<file path="src/rtl/right_shifter_seq.sv">
// Multi-cycle right shifter (logical / arithmetic / rotate), one bit per clock,
// driven by a START/BUSY/DONE handshake from the ALU control.
module right_shifter_seq (
    input  logic       CLK,
    input  logic       RESET,
    input  logic       START,
    input  logic [7:0] VALUE,
    input  logic [7:0] AMOUNT,
    input  logic [1:0] SHIFT_TYPE,
    output logic       BUSY,
    output logic       DONE,
    output logic [7:0] RESULT,
    output logic       ZERO,
    output logic [1:0] state_dbg
);

    // Handshake: START is a request taken only in IDLE (treat BUSY|DONE as
    // "not ready"); DONE is a one-cycle valid for RESULT/ZERO, which then hold.
    typedef enum logic [1:0] {
        IDLE   = 2'd0,
        SHIFT  = 2'd1,
        FINISH = 2'd2
    } state_t;

    state_t      state;
    logic [7:0]  sr;
    logic [3:0]  cnt;
    logic [1:0]  mode;
    logic [3:0]  eff_n;
    logic [7:0]  shifted;

    assign state_dbg = state;

    // Rotate wraps modulo 8; the other modes saturate at 8 since every bit is gone.
    always_comb begin
        eff_n = 4'd0;
        if (SHIFT_TYPE == 2'b10)
            eff_n = {1'b0, AMOUNT[2:0]};
        else if (AMOUNT >= 8'd8)
            eff_n = 4'd8;
        else
            eff_n = AMOUNT[3:0];
    end

    always_comb begin
        shifted = {1'b0, sr[7:1]};
        case (mode)
            2'b01:   shifted = {sr[7], sr[7:1]};
            2'b10:   shifted = {sr[0], sr[7:1]};
            default: shifted = {1'b0, sr[7:1]};
        endcase
    end

    always_ff @(posedge CLK) begin
        if (!RESET) begin
            state  <= IDLE;
            sr     <= 8'h00;
            cnt    <= 4'd0;
            mode   <= 2'b00;
            BUSY   <= 1'b0;
            DONE   <= 1'b0;
            RESULT <= 8'h00;
            ZERO   <= 1'b1;
        end else begin
            case (state)
                IDLE: begin
                    DONE <= 1'b0;
                    if (START) begin
                        sr   <= VALUE;
                        mode <= SHIFT_TYPE;
                        cnt  <= eff_n;
                        if (eff_n != 4'd0) begin
                            state <= SHIFT;
                            BUSY  <= 1'b1;
                        end else begin
                            state  <= FINISH;
                            DONE   <= 1'b1;
                            RESULT <= VALUE;
                            ZERO   <= (VALUE == 8'h00);
                        end
                    end
                end
                SHIFT: begin
                    sr  <= shifted;
                    cnt <= cnt - 4'd1;
                    if (cnt == 4'd1) begin
                        state  <= FINISH;
                        BUSY   <= 1'b0;
                        DONE   <= 1'b1;
                        RESULT <= shifted;
                        ZERO   <= (shifted == 8'h00);
                    end
                end
                FINISH: begin
                    state <= IDLE;
                    DONE  <= 1'b0;
                end
                default: begin
                    state <= IDLE;
                    BUSY  <= 1'b0;
                    DONE  <= 1'b0;
                end
            endcase
        end
    end

endmodule

</file>
<file path="config.mk">
export PLATFORM = sky130hd
export DESIGN_NAME = right_shifter_seq
export DESIGN_NICKNAME = d
export VERILOG_FILES = /design/src/rtl/right_shifter_seq.sv
export SDC_FILE = /design/constraint.sdc
export NUM_CORES = 1
export LEC_CHECK = 0
export CORE_ASPECT_RATIO = 1.4
export CORE_UTILIZATION = 53
export CTS_CLUSTER_SIZE = 16
export DETAILED_ROUTE_END_ITERATION = 8
export PLACE_DENSITY = 0.88
export SYNTH_ARGS = -nofsm -noshare
export SYNTH_HDL_FRONTEND = slang
export SYNTH_SLANG_ARGS = --single-unit
export TNS_END_PERCENT = 5
</file>
<file path="constraint.sdc">
create_clock -name CLK -period 2.7 [get_ports CLK]
set_input_delay 0.54 -clock CLK [delete_from_list [all_inputs] [get_ports CLK]]
set_output_delay 0.54 -clock CLK [all_outputs]
set_load 0.03 [all_outputs]
</file>
-- After elaboration in Yosys (flattened, before gate mapping)
Index checks and enable logic that the tools add are counted.
- register bits after elaboration: 27
- output and inout port bits: 13
- word-level logic and storage cells: 58
- $add $sub $neg: 1
- order comparisons: 1
- equality and inequality tests: 10
- mux-type cells: 27
- bitwise logic cells: 1
- reduce and logical (&&, ||, !) cells: 10
- operators with widths (operator ; number):
    $pmux 8 s2 ; 3
    $mux 8 ; 4
    $logic_not 8->1 ; 2
    $mux 4 ; 3
    $mux 1 ; 9
    $ge 8x4->1 const B ; 1
    $ne 2x2->1 const B ; 4
    $pmux 4 s2 ; 1
    $reduce_and 4->1 ; 2
    $eq 2x2->1 const B ; 3
    $mux 2 ; 3
    $reduce_and 2->1 ; 3
    $eq 2x1->1 const B ; 2
    $eq 4x1->1 const B ; 1
    $pmux 1 s2 ; 2
    $pmux 2 s2 ; 1
    $reduce_bool 4->1 ; 1
    $sub 4x1->4 const B ; 1
    $pmux 1 s3 ; 1
    $logic_not 2->1 ; 1
    $reduce_bool 2->1 ; 1
    $not 1->1 ; 1

-- Longest topological paths before layout
- depth after elaboration: 7
- gate-level depth with buffers: 6
- depth with buffers taken out: 6

-- Worst setup path after synthesis
Ideal clock, no wire load.
- path kind: input -> register
- start point: in AMOUNT[7]
- end point: reg DONE
- arrival: 1656 ps
- data required time: 2596 ps
- setup slack: 940 ps
- cell stages on the path: 4
- buffers on the path: 0
- path through: or4_4 o21ai_4 a31oi_1 a2111oi_2
- cells in the longest elaborated chain, start to end: 7
- ends and longest elaborated chain (item ; RTL line ; source):
    from (decl) ; 8 ; input logic [7:0] AMOUNT,
    $ge 8x4->1 ; 39 ; else if (AMOUNT >= 8'd8)
    $mux 4 ; 39 ;
    $mux 4 ; 37 ; if (SHIFT_TYPE == 2'b10)
    $reduce_bool 4->1 ; 72 ; if (eff_n != 4'd0) begin
    $mux 1 ; 72 ;
    $mux 1 ; 68 ; if (START) begin
    $pmux 1 s2 ; 65 ; case (state)
    to (signal assigned) ; 61 ; DONE <= 1'b0;
    to (signal assigned) ; 67 ; DONE <= 1'b0;
    to (signal assigned) ; 77 ; DONE <= 1'b1;
    to (decl) ; 11 ; output logic DONE,
No other way between the ends.
A chain may end at the register's enable or synchronous reset.

-- Final worst setup path
- start point: reg state[0] (netlist: state_dbg[0])
- end point: out state_dbg[0]
- RTL lines (item ; RTL line ; source):
    from (decl) ; 25 ; state_t state;
    from (signal assigned) ; 56 ; state <= IDLE;
    from (signal assigned) ; 73 ; state <= SHIFT;
    from (signal assigned) ; 76 ; state <= FINISH;
    to (decl) ; 14 ; output logic [1:0] state_dbg
No word-level cell between the ends.

==> impl_results.md <==
* Residual DRC at 0
* Utilization after layout at roughly 73%
* # H-tree levels at 1
* Slew Viols, Final at 0
* Fin. Hold Viols at 0
* Fraction of layout cells with a size suffix above 1 at ~8.7%
* Tot GR Track Use at 26.5%
* Clock skew at 3.03 ps
* Die area at 0.00292 mm2
* CTS sink count at 27
* Total gr overflow at 0
* Max Cap Viol at 0
* Antenna-violating nets left at 0
* PortBufs at 33
* Setup-failing EPs final at 0
* Die width at 45.9 um
* CP Launch Point: state_dbg[0]
* Hold path startpoint: sr[0]
* CTS tree: built
* Cell count after synthesis at 165
* Die height at approximately 64 um
* Synth Cell Area at 0.00143 mm2
* Final setup TNS at 0 ps
* Req. time, crit path at 2160 ps
* Fmax at roughly 420 MHz
* Leakage power at between 0.0007 and 0.0008 uW
* Total stage count of the critical path at 1
* Gr busiest metal: met2
* Maximum clock path buffer count at 2
* Hold path depth at 2
* DR WL/cell at 14.7 um
* Post-route design area at 0.00180 mm2
* CP arrival at 1820 ps
* Period minus WS final at 2360 ps
* Starting Density at just under 60%
* Grt met1 use at 31.3%
* Nets at 222
* Initial antenna violation count at 0
* Most common cell after layout, fill and taps aside: clkdlybuf4s50_1
* Yosys Warn Count at 0
* Slowest-stage cell, CP: clkdlybuf4s50_1
* Final setup margin at 336 ps
* EDFF count, synth at 0
* Flip-flop and latch area at 541 um2
* Reg-to-Reg Start: state_dbg[0]
* R2R depth at 4
* # fillers at 218
* Total power at 1020 uW
* GPL Wtd Cong at slightly below 0.9
* PD cells at 564 mW/mm2
* GR Util met2 at roughly 45%
* Distinct cell type count after synthesis at 44
* Relative slew slack at 57.1%
* Crit path buf inv count at 1
* Area of the multi-input gates at 830 um2
* CP delay by family, top: buffers and inverters
* Final HPWL DP at 2.58 mm
* Clk_lat worst skew at 340 ps
* Area Growth Syn to Fin at 25.9%
* Top_reg_cell synth: dfxtp_1
* 1st-iter DRT viols at 28
* Worst Hold Class: flip-flop to flip-flop
* TritonCTS buffer count at 3
* CTS root buffer: clkbuf_4
* Unrepaired setup endpoints after global routing: false
* Hold EP: sr[0]
* RR Endpoint: RESULT[7]
* Max FO, Critical Path at 15
* Outcome: finished, final reports clean
* First-pass GRT wire length at between 5 and 6 mm
* Avg Synthesized Cell Area at 8.68 um2
* Cell breakdown of the critical path: clkdlybuf4s50_1
* Detailed-router iteration count before antenna repair at 4
* Post-CTS setup buffers at 0
* M3 GR Usage at under 10%
* Pre-CTS WS at 364 ps
* Largest net degree at the start of global routing at 17
* Vias at 1305
* Post-CTS Resized at 0
* Crit Path Category: flip-flop to primary output
* Sequential-to-total area share from yosys stat at 37.7%
* Vias in the first global route at 1260
* Diodes inserted at 0
* Startpoint Class: flip-flop
* CP endpoint kind: primary output
* Highest-count cells in the layout ignoring fill and taps: clkdlybuf4s50_1, nand2_1, dfxtp_1
* Rows at 21
* Flop-to-flop setup slack at 640 ps
* Slew @ Worst Pin at ~640 ps
* CORE AREA at 0.00247 mm2
* DP Area at 0.00178 mm2
* Total length of routed wires at 3.38 mm
* FFs w/ async S/R, synth at 0%
* IO Count at 34
* Clock transition at path regs at 140 ps
* Peak VDD IR at 0.407 mV
* Final period utilization at 87.5%
* Hold-fix buffers, CTS at 0
* Vias/cell at 5.67
* CP peak stage delay at between 700 and 800 ps
* Synth Net Count at 190
* Number of synthesized register bits at 27
[final cells by class]
| cell class | count | area share (%) |
|---|---|---|
| clock buffer | 3 | 1.25 |
| clock inverter | 1 | 0.277 |
| sequential | 27 | 30.0 |
| timing repair buffer | 35 | 19.1 |
| multi-input combinational | 125 | 46.0 |
| inverter | 5 | 1.04 |
| tap | 34 | 2.36 |
[synth_stat cells, drive strengths merged, types with 2 or more instances]
cell	count	area, um2
o21ai	5	36.3
ha	4	50.1
and2	3	18.8
nand2	31	116
nor2	12	47.6
nand3	2	10.0
o21a	2	15.0
nor3b	2	25.0
mux2	8	90.1
inv	5	18.8
o31ai	3	36.3
mux2i	8	80.1
nand2b	2	12.5
a22oi	2	15.0
nor4	6	43.8
or4	3	26.3
clkbuf	4	15.0
a21oi	12	60.1
a211oi	2	15.0
buf	4	28.8
dfxtp	27	541
nor3	6	30.0
[layer usage]
layer	routed length (um)	share of wire, %
met1	1370	41
met2	1740	52
met3	142	4.2
met4	118	3.5
met5	0	0
[how the worst max path moves through the flow]
stage	endpoint	slack (ps)
final	state_dbg[0]	340
after global routing	state_dbg[0]	280
after CTS	state_dbg[0]	350
after detailed placement	RESULT[7]	360
after global placement	RESULT[4]	420
after floorplan	DONE	940
[state kept, by name (all words and copies together), names as in the netlist]
name       flops
RESULT         8
sr             8
cnt            4
mode           2
state_dbg      2
BUSY           1
DONE           1
ZERO           1
[kinds of logic (layout without fill, tap and decap cells)]
family,Yosys count,after routing,synth area share [%]
buf+inv,13,44,4.37
fa+ha+maj,4,4,3.49
mux,16,16,11.9
compound gates,35,35,18.0
simple gates,70,70,24.5
flops,27,27,37.7
[report_power, final]
| group | leakage (uW) | internal, uW | switching [uW] |
|---|---|---|---|
| registers | 0.000222 | 445 | 42.8 |
| clock network | 0.0000177 | 55.9 | 125 |
| logic | 0.000461 | 161 | 189 |
| total | 0.000700 | 662 | 356 |
[through the flow]
stage,std cells,hold WS (ps)
global route,230,493
floorplan,165,436
finish,230,470
detailed placement,226,450
CTS,230,474
global placement,226,445
No activity file was read; power rests on OpenSTA's default activity.
